File: src/rtl/alu_pkg.sv
// Shared types for the dispatch stage, the ALU and the verification environment:
// ALU opcodes, RV32I opcode constants, dispatch FSM states and the decoded-instruction record.
package alu_pkg;

  localparam int unsigned DataW = 32;

  localparam logic [6:0] OPC_OP    = 7'b0110011;
  localparam logic [6:0] OPC_OPIMM = 7'b0010011;

  typedef enum logic [3:0] {
    ALU_ADD  = 4'd0,
    ALU_SUB  = 4'd1,
    ALU_SLL  = 4'd2,
    ALU_SLT  = 4'd3,
    ALU_SLTU = 4'd4,
    ALU_XOR  = 4'd5,
    ALU_SRL  = 4'd6,
    ALU_SRA  = 4'd7,
    ALU_OR   = 4'd8,
    ALU_AND  = 4'd9
  } alu_op_e;

  typedef enum logic [1:0] {
    StIdle,
    StIssue,
    StWait
  } dispatch_state_e;

  typedef struct packed {
    alu_op_e          op;
    logic [4:0]       rs1;
    logic [4:0]       rs2;
    logic [4:0]       rd;
    logic [DataW-1:0] imm;
    logic             use_imm;
    logic             legal;
  } decoded_t;

endpackage

File: src/rtl/alu_decode.sv
// Combinational RV32I OP / OP-IMM decoder: instruction word -> decoded_t.
// Anything outside those two opcodes, or a funct7 that does not fit its funct3, is flagged illegal.
module alu_decode
  import alu_pkg::*;
(
  input  logic [31:0] instr,
  output decoded_t    dec
);

  logic [6:0] opcode;
  logic [2:0] funct3;
  logic [6:0] funct7;

  assign opcode = instr[6:0];
  assign funct3 = instr[14:12];
  assign funct7 = instr[31:25];

  always_comb begin
    dec         = '0;
    dec.op      = ALU_ADD;
    dec.rd      = instr[11:7];
    dec.rs1     = instr[19:15];
    dec.rs2     = instr[24:20];
    if (opcode == OPC_OP) begin
      // Only ADD/SUB and SRL/SRA use the alternate funct7.
      dec.legal = (funct7 == 7'h00) ||
                  ((funct7 == 7'h20) && ((funct3 == 3'd0) || (funct3 == 3'd5)));
      case (funct3)
        3'd0:    dec.op = funct7[5] ? ALU_SUB : ALU_ADD;
        3'd1:    dec.op = ALU_SLL;
        3'd2:    dec.op = ALU_SLT;
        3'd3:    dec.op = ALU_SLTU;
        3'd4:    dec.op = ALU_XOR;
        3'd5:    dec.op = funct7[5] ? ALU_SRA : ALU_SRL;
        3'd6:    dec.op = ALU_OR;
        default: dec.op = ALU_AND;
      endcase
    end else if (opcode == OPC_OPIMM) begin
      dec.use_imm = 1'b1;
      dec.legal   = 1'b1;
      dec.imm     = {{(DataW-12){instr[31]}}, instr[31:20]};
      case (funct3)
        3'd0: dec.op = ALU_ADD;
        3'd1: begin
          dec.op    = ALU_SLL;
          dec.imm   = {{(DataW-5){1'b0}}, instr[24:20]};
          dec.legal = (funct7 == 7'h00);
        end
        3'd2: dec.op = ALU_SLT;
        3'd3: dec.op = ALU_SLTU;
        3'd4: dec.op = ALU_XOR;
        3'd5: begin
          dec.op    = funct7[5] ? ALU_SRA : ALU_SRL;
          dec.imm   = {{(DataW-5){1'b0}}, instr[24:20]};
          dec.legal = (funct7 == 7'h00) || (funct7 == 7'h20);
        end
        3'd6:    dec.op = ALU_OR;
        default: dec.op = ALU_AND;
      endcase
    end
  end

endmodule

File: src/rtl/alu_dispatch.sv
// Issue/writeback stage in front of the ALU: decode, read regfile, issue, wait for exec, write rd.
// Optional ALU_DISPATCH_FWD_EN adds a 1-entry skid buffer with result forwarding into the next issue.
module alu_dispatch
  import alu_pkg::*;
#(
  parameter int unsigned XLEN           = 32,
  parameter int unsigned NREGS          = 32,
  parameter int unsigned TIMEOUT_CYCLES = 16
) (
  input  logic            clk,
  input  logic            rst,
  input  logic            in_valid,
  output logic            in_ready,
  input  logic [31:0]     in_instr,
  output alu_op_e         alu_instr,
  output logic [XLEN-1:0] alu_op1,
  output logic [XLEN-1:0] alu_op2,
  output logic            alu_enable,
  input  logic            alu_instr_exec,
  input  logic [XLEN-1:0] alu_result,
  input  logic [4:0]      dbg_addr,
  output logic [XLEN-1:0] dbg_data,
  output logic            illegal,
  output logic            timeout
);

  localparam int unsigned CntW = (TIMEOUT_CYCLES > 1) ? $clog2(TIMEOUT_CYCLES) : 1;

  dispatch_state_e state_q, state_d;
  logic [XLEN-1:0] rf_q [NREGS];
  logic [CntW-1:0] cnt_q;
  alu_op_e         op_q;
  logic [XLEN-1:0] op1_q, op2_q;
  logic [4:0]      rd_q;
  logic            illegal_q, timeout_q;

  decoded_t dec;
  decoded_t issue_dec;
  logic     accept, wb_en, tmo_hit, issue_ld, issue_fwd;

  alu_decode u_decode (
    .instr (in_instr),
    .dec   (dec)
  );

  assign accept  = in_valid && in_ready;
  assign wb_en   = (state_q == StWait) && alu_instr_exec && (rd_q != 5'd0);
  assign tmo_hit = (state_q == StWait) && !alu_instr_exec &&
                   (cnt_q == CntW'(TIMEOUT_CYCLES - 1));

`ifdef ALU_DISPATCH_FWD_EN
  decoded_t buf_q;
  logic     buf_valid_q;
  logic     wait_done;

  assign wait_done = (state_q == StWait) && (alu_instr_exec || tmo_hit);
  // On leaving WAIT, issue straight away from the buffer, or from a legal word arriving now.
  assign issue_dec = buf_valid_q ? buf_q : dec;
  assign issue_fwd = wait_done;
  assign issue_ld  = (accept && dec.legal && (state_q == StIdle)) ||
                     (wait_done && (buf_valid_q || (accept && dec.legal)));

  always_ff @(posedge clk or negedge rst) begin
    if (!rst) begin
      buf_q       <= '0;
      buf_valid_q <= 1'b0;
    end else if (wait_done) begin
      buf_valid_q <= 1'b0;
    end else if (accept && dec.legal && (state_q == StWait)) begin
      buf_q       <= dec;
      buf_valid_q <= 1'b1;
    end
  end
`else
  assign issue_dec = dec;
  assign issue_fwd = 1'b0;
  assign issue_ld  = accept && dec.legal && (state_q == StIdle);
`endif

  // x0 reads zero; optionally take the value being written back this cycle.
  function automatic logic [XLEN-1:0] src_val(input logic [4:0] idx, input logic fwd);
    if (idx == 5'd0) return '0;
    if (fwd && wb_en && (idx == rd_q)) return alu_result;
    return rf_q[idx];
  endfunction

  always_ff @(posedge clk or negedge rst) begin
    if (!rst) begin
      state_q <= StIdle;
    end else begin
      state_q <= state_d;
    end
  end

  always_comb begin
    state_d = state_q;
    unique case (state_q)
      StIdle:  if (issue_ld) state_d = StIssue;
      StIssue: state_d = StWait;
      StWait:  if (alu_instr_exec || tmo_hit) state_d = issue_ld ? StIssue : StIdle;
      default: state_d = StIdle;
    endcase
  end

  always_comb begin
    in_ready   = (state_q == StIdle);
`ifdef ALU_DISPATCH_FWD_EN
    if ((state_q == StWait) && !buf_valid_q) in_ready = 1'b1;
`endif
    alu_enable = (state_q == StIssue);
  end

  always_ff @(posedge clk or negedge rst) begin
    if (!rst) begin
      cnt_q     <= '0;
      op_q      <= ALU_ADD;
      op1_q     <= '0;
      op2_q     <= '0;
      rd_q      <= '0;
      illegal_q <= 1'b0;
      timeout_q <= 1'b0;
    end else begin
      illegal_q <= accept && !dec.legal;
      timeout_q <= tmo_hit;
      if (state_q == StIssue) begin
        cnt_q <= '0;
      end else if (state_q == StWait) begin
        cnt_q <= cnt_q + CntW'(1);
      end
      if (issue_ld) begin
        op_q  <= issue_dec.op;
        op1_q <= src_val(issue_dec.rs1, issue_fwd);
        op2_q <= issue_dec.use_imm ? XLEN'(issue_dec.imm) : src_val(issue_dec.rs2, issue_fwd);
        rd_q  <= issue_dec.rd;
      end
    end
  end

  always_ff @(posedge clk or negedge rst) begin
    if (!rst) begin
      for (int i = 0; i < NREGS; i++) rf_q[i] <= '0;
    end else if (wb_en) begin
      rf_q[rd_q] <= alu_result;
    end
  end

  assign alu_instr = op_q;
  assign alu_op1   = op1_q;
  assign alu_op2   = op2_q;
  assign illegal   = illegal_q;
  assign timeout   = timeout_q;
  assign dbg_data  = rf_q[dbg_addr];

endmodule

File: config.mk
export PLATFORM = sky130hd
export DESIGN_NAME = alu_dispatch
export DESIGN_NICKNAME = d
export VERILOG_FILES = /design/src/rtl/alu_pkg.sv /design/src/rtl/alu_decode.sv /design/src/rtl/alu_dispatch.sv
export SDC_FILE = /design/constraint.sdc
export NUM_CORES = 2
export LEC_CHECK = 0
export ABC_AREA = 0
export BUFFER_PORTS_ARGS = -buffer_cell sky130_fd_sc_hd__clkbuf_2
export CORE_UTILIZATION = 61
export DETAILED_ROUTE_END_ITERATION = 16
export PLACE_DENSITY = 0.88
export REMOVE_ABC_BUFFERS = 1
export SLEW_MARGIN = 5
export SYNTH_ARGS = -nofsm -noshare
export SYNTH_HDL_FRONTEND = slang
export SYNTH_SLANG_ARGS = --single-unit
File: constraint.sdc
create_clock -name clk -period 4.5 [get_ports clk]
set_input_delay 1.125 -clock clk [delete_from_list [all_inputs] [get_ports clk]]
set_output_delay 1.125 -clock clk [all_outputs]
set_load 0.01 [all_outputs]
==> metrics.csv <==
stage;metric;value;unit
critical_path;r2r_cells;7;
clock_network;root_buffer;clkbuf_16;
power;p_per_area;309;nW/um^2
floorplan;pin_count;177;
logic_synthesis;ys_warn_count;0;
critical_path;crit_slowest_cell;mux4_2;
timing;whs;411;ps
logic_synthesis;ys_seq_elements;1105;
global_routing;grt_max_degree;137;
floorplan;die_h;330;um
clock_network;clk_latency;750;ps
final_layout;drive_gt1_frac;0.547;
floorplan;num_rows;119;
drt;maxUsedRoutingLayer;met5;
critical_path;rrSetupSlack;1540;ps
placement;dp.final_hpwl;132;mm
timing;skew;35.0;ps
critical_path;path_max_fanout;21;
clock_network;cts_made_buffers;114;
critical_path;cp-end-kind;output port;
critical_path;r2r-start;state_q[0];
critical_path;crit_buf_inv;4;
critical_path;path_cells;buf_8 -> buf_12 -> buf_12 -> mux4_2 -> mux4_2 -> mux2_2 -> clkbuf_2;
job;max-cap-violations;0;
floorplan;core_region_area;106000;um^2
floorplan;die_w;330;um
placement;place_congestion;0.942;
global_routing;grt_pass1_vias;48800;
logic_synthesis;synth-edff-count;0;
logic_synthesis;synth_area_leader_cell;dfrtp_1;
timing;max-slew-margin-rel;0.0518;
timing;worstMarginPinSlew;1420;ps
placement;io_buffers;176;
clock_network;clkTransAtPathRegs;60;ps
drt;dr_total_vias;47400;
logic_synthesis;netlist_area;65700;um^2
critical_path;arrival;3300;ps
drt;vias_per_cell;8.07;
global_routing;grt.overflow.total;0;
critical_path;start_kind;primary input;
power;peakVddDrop;0.365;mV
drt;wirelength_met1;71.0;mm
clock_network;cts-hold-fix-buffers;0;
clock_network;cts_buffer_depth;3;
logic_synthesis;synth_top_cells_by_area;dfrtp_1 42%, mux4_2 26%, mux2_2 18%;
clock_network;htreeDepth;3;
timing;timing.fmax;226;MHz
floorplan;start_util;0.619;
logic_synthesis;synthTopCellsByCount;1,105 x dfrtp_1, 1,052 x mux2_2, 763 x mux4_2;
critical_path;max_stage_delay;510;ps
logic_synthesis;yosysMostFrequentCell;dfrtp_1;
final_layout;syn_to_final_growth;11.4;%
logic_synthesis;synth.distinct_cells;53;
clock_network;cts_setup_buffers;0;
drt;postRouteAntennaNets;0;
clock_network;cts_tree;yes;
floorplan;die_area;109000;um^2
clock_network;cts_sinks;1105;
critical_path;cp.required;3380;ps
critical_path;crit_family;multiplexers;
final_layout;final_util;0.690;
power;totalPowerFinal;22.6;mW
timing;post-route-period-util;0.984;
drt;routed-wl-met2;95.3;mm
hold_path;min_path_type;in2async;
logic_synthesis;synth_seq_area_share;0.421;
power;leakagePower;32.9;nW
global_routing;grt_use_total;0.409;
drt;avgRoutedWirePerCell;37.3;um
final_layout;n_fill_cell;6514;
run_status;status;finished clean;
critical_path;r2r_end;rf_q[851];
timing;hold_viol;0;
logic_synthesis;ys.flop_type;dfrtp_1;
clock_network;cts_resized;0;
drt;drtIter0Drc;8213;
drt;dr.pass1.iters;9;
logic_synthesis;ys_async_sr_fraction;1.00;
timing;grt_setup_unrepaired;no;
timing;period_needed;4430;ps
drt;drc_errors;0;
logic_synthesis;synth.top_cell.area_share;0.421;
logic_synthesis;synth.avg_cell_area;15.0;um^2
drt;wl;219;mm
final_layout;nets;4456;
drt;met3_length;34.0;mm
global_routing;antenna_found_initial;9;
timing;setup_violations;0;
global_routing;grt_pass1_wl;324;mm
timing;slew_viol_final;0;
logic_synthesis;syn-instance-count;4390;
critical_path;critical_path_class;in2out;
[stage by stage]
step / cell area, um^2 / std cells / setup TNS [ps] / setup WS (ps)
detailed placement: 69200 / 5654 / 0 / 86.2
finish: 73200 / 5871 / 0 / 70.2
CTS: 73200 / 5866 / 0 / 83.9
global placement: 69200 / 5654 / 0 / 116
floorplan: 63500 / 3880 / -1940 / -267
global route: 73200 / 5868 / 0 / 26.3
[cells by family (layout without fill, tap and decap cells)]
kind of cell,after synthesis,in the layout,share of synthesized area
mux,2085,2085,0.483
flops,1105,1105,0.421
buf+inv,520,605,0.0332
compound gates,383,383,0.0410
simple gates,293,293,0.0206
fa+ha+maj,4,4,0.000762
other cells,0,5,0
[placed cells by master (no fill, tap or decap), drive strengths merged, types with 4 or more instances in the layout]
cell         n
nor2       103
buf        218
mux2i      269
a21oi       82
nand4       19
nand3        9
diode        5
a22oi       26
a221o       28
o21a         5
clkinv      35
nand2b      33
o21ai       52
o31ai       32
nand2       91
bufinv      13
dfrtp     1105
o31a        11
mux2      1053
clkbuf     317
a221oi      63
mux4       763
and2         6
or2          8
clkinvlp    10
a31oi        5
ha           4
nor2b        8
inv         12
nor3b        4
o211ai      21
a2bb2oi      4
o22ai       31
a22o         9
[worst register-to-register path, delay by kind of cell, from the launching register on]
family / cells / cell delay (ps)
AND/OR/NAND/NOR: 3 / 1290
adder cells (fa/ha/maj): 1 / 330
multiplexers: 1 / 410
buffers and inverters: 2 / 420
flip-flops: 1 / 390
[sequential cells by signal, summed over array words and instances (netlist names)]
signal and flops:
cnt_q 4, timeout 1, rf_q 1024, alu_op2 32, state_q 2, illegal 1
alu_op1 32, rd_q 5, alu_instr 4
[layout make-up]
type                            instances  area [um^2]  area share
Tap cell                             1391         1740      0.0238
Multi-Input combinational cell       2765        36200       0.494
Clock buffer                          152         3220      0.0440
Timing Repair Buffer                  383         3590      0.0491
Clock inverter                         60          772      0.0105
Sequential cell                      1105        27700       0.378
Antenna cell                            5         12.5    0.000171
Inverter                               10         40.0    0.000547
[power breakdown]
part / total (mW) / internal, mW / switching (mW) / leakage (nW)
logic: 2.30 / 0.857 / 1.44 / 15.6
clock network: 10.1 / 5.80 / 4.32 / 1.94
registers: 10.2 / 10.1 / 0.135 / 15.4
total: 22.6 / 16.7 / 5.89 / 32.9
[how the worst max path moves through the flow]
stage | start | to | slack (ps) | depth (start not counted)
final | dbg_addr[0] | dbg_data[15] | 70 | 7
after global routing | dbg_addr[0] | dbg_data[26] | 30 | 7
after CTS | dbg_addr[0] | dbg_data[26] | 80 | 7
after detailed placement | dbg_addr[0] | dbg_data[26] | 90 | 7
after global placement | dbg_addr[0] | dbg_data[31] | 120 | 7
after floorplan | in_instr[5] | alu_op1[29] | -270 | 5
[per-layer routing]
metal	up-vias	track usage
met4	10	0.285
met1	24000	0.518
met3	1386	0.154
met5	-	0
li1	17400	-
met2	4673	0.584
Note: power is estimated with default switching activity, not from simulation.
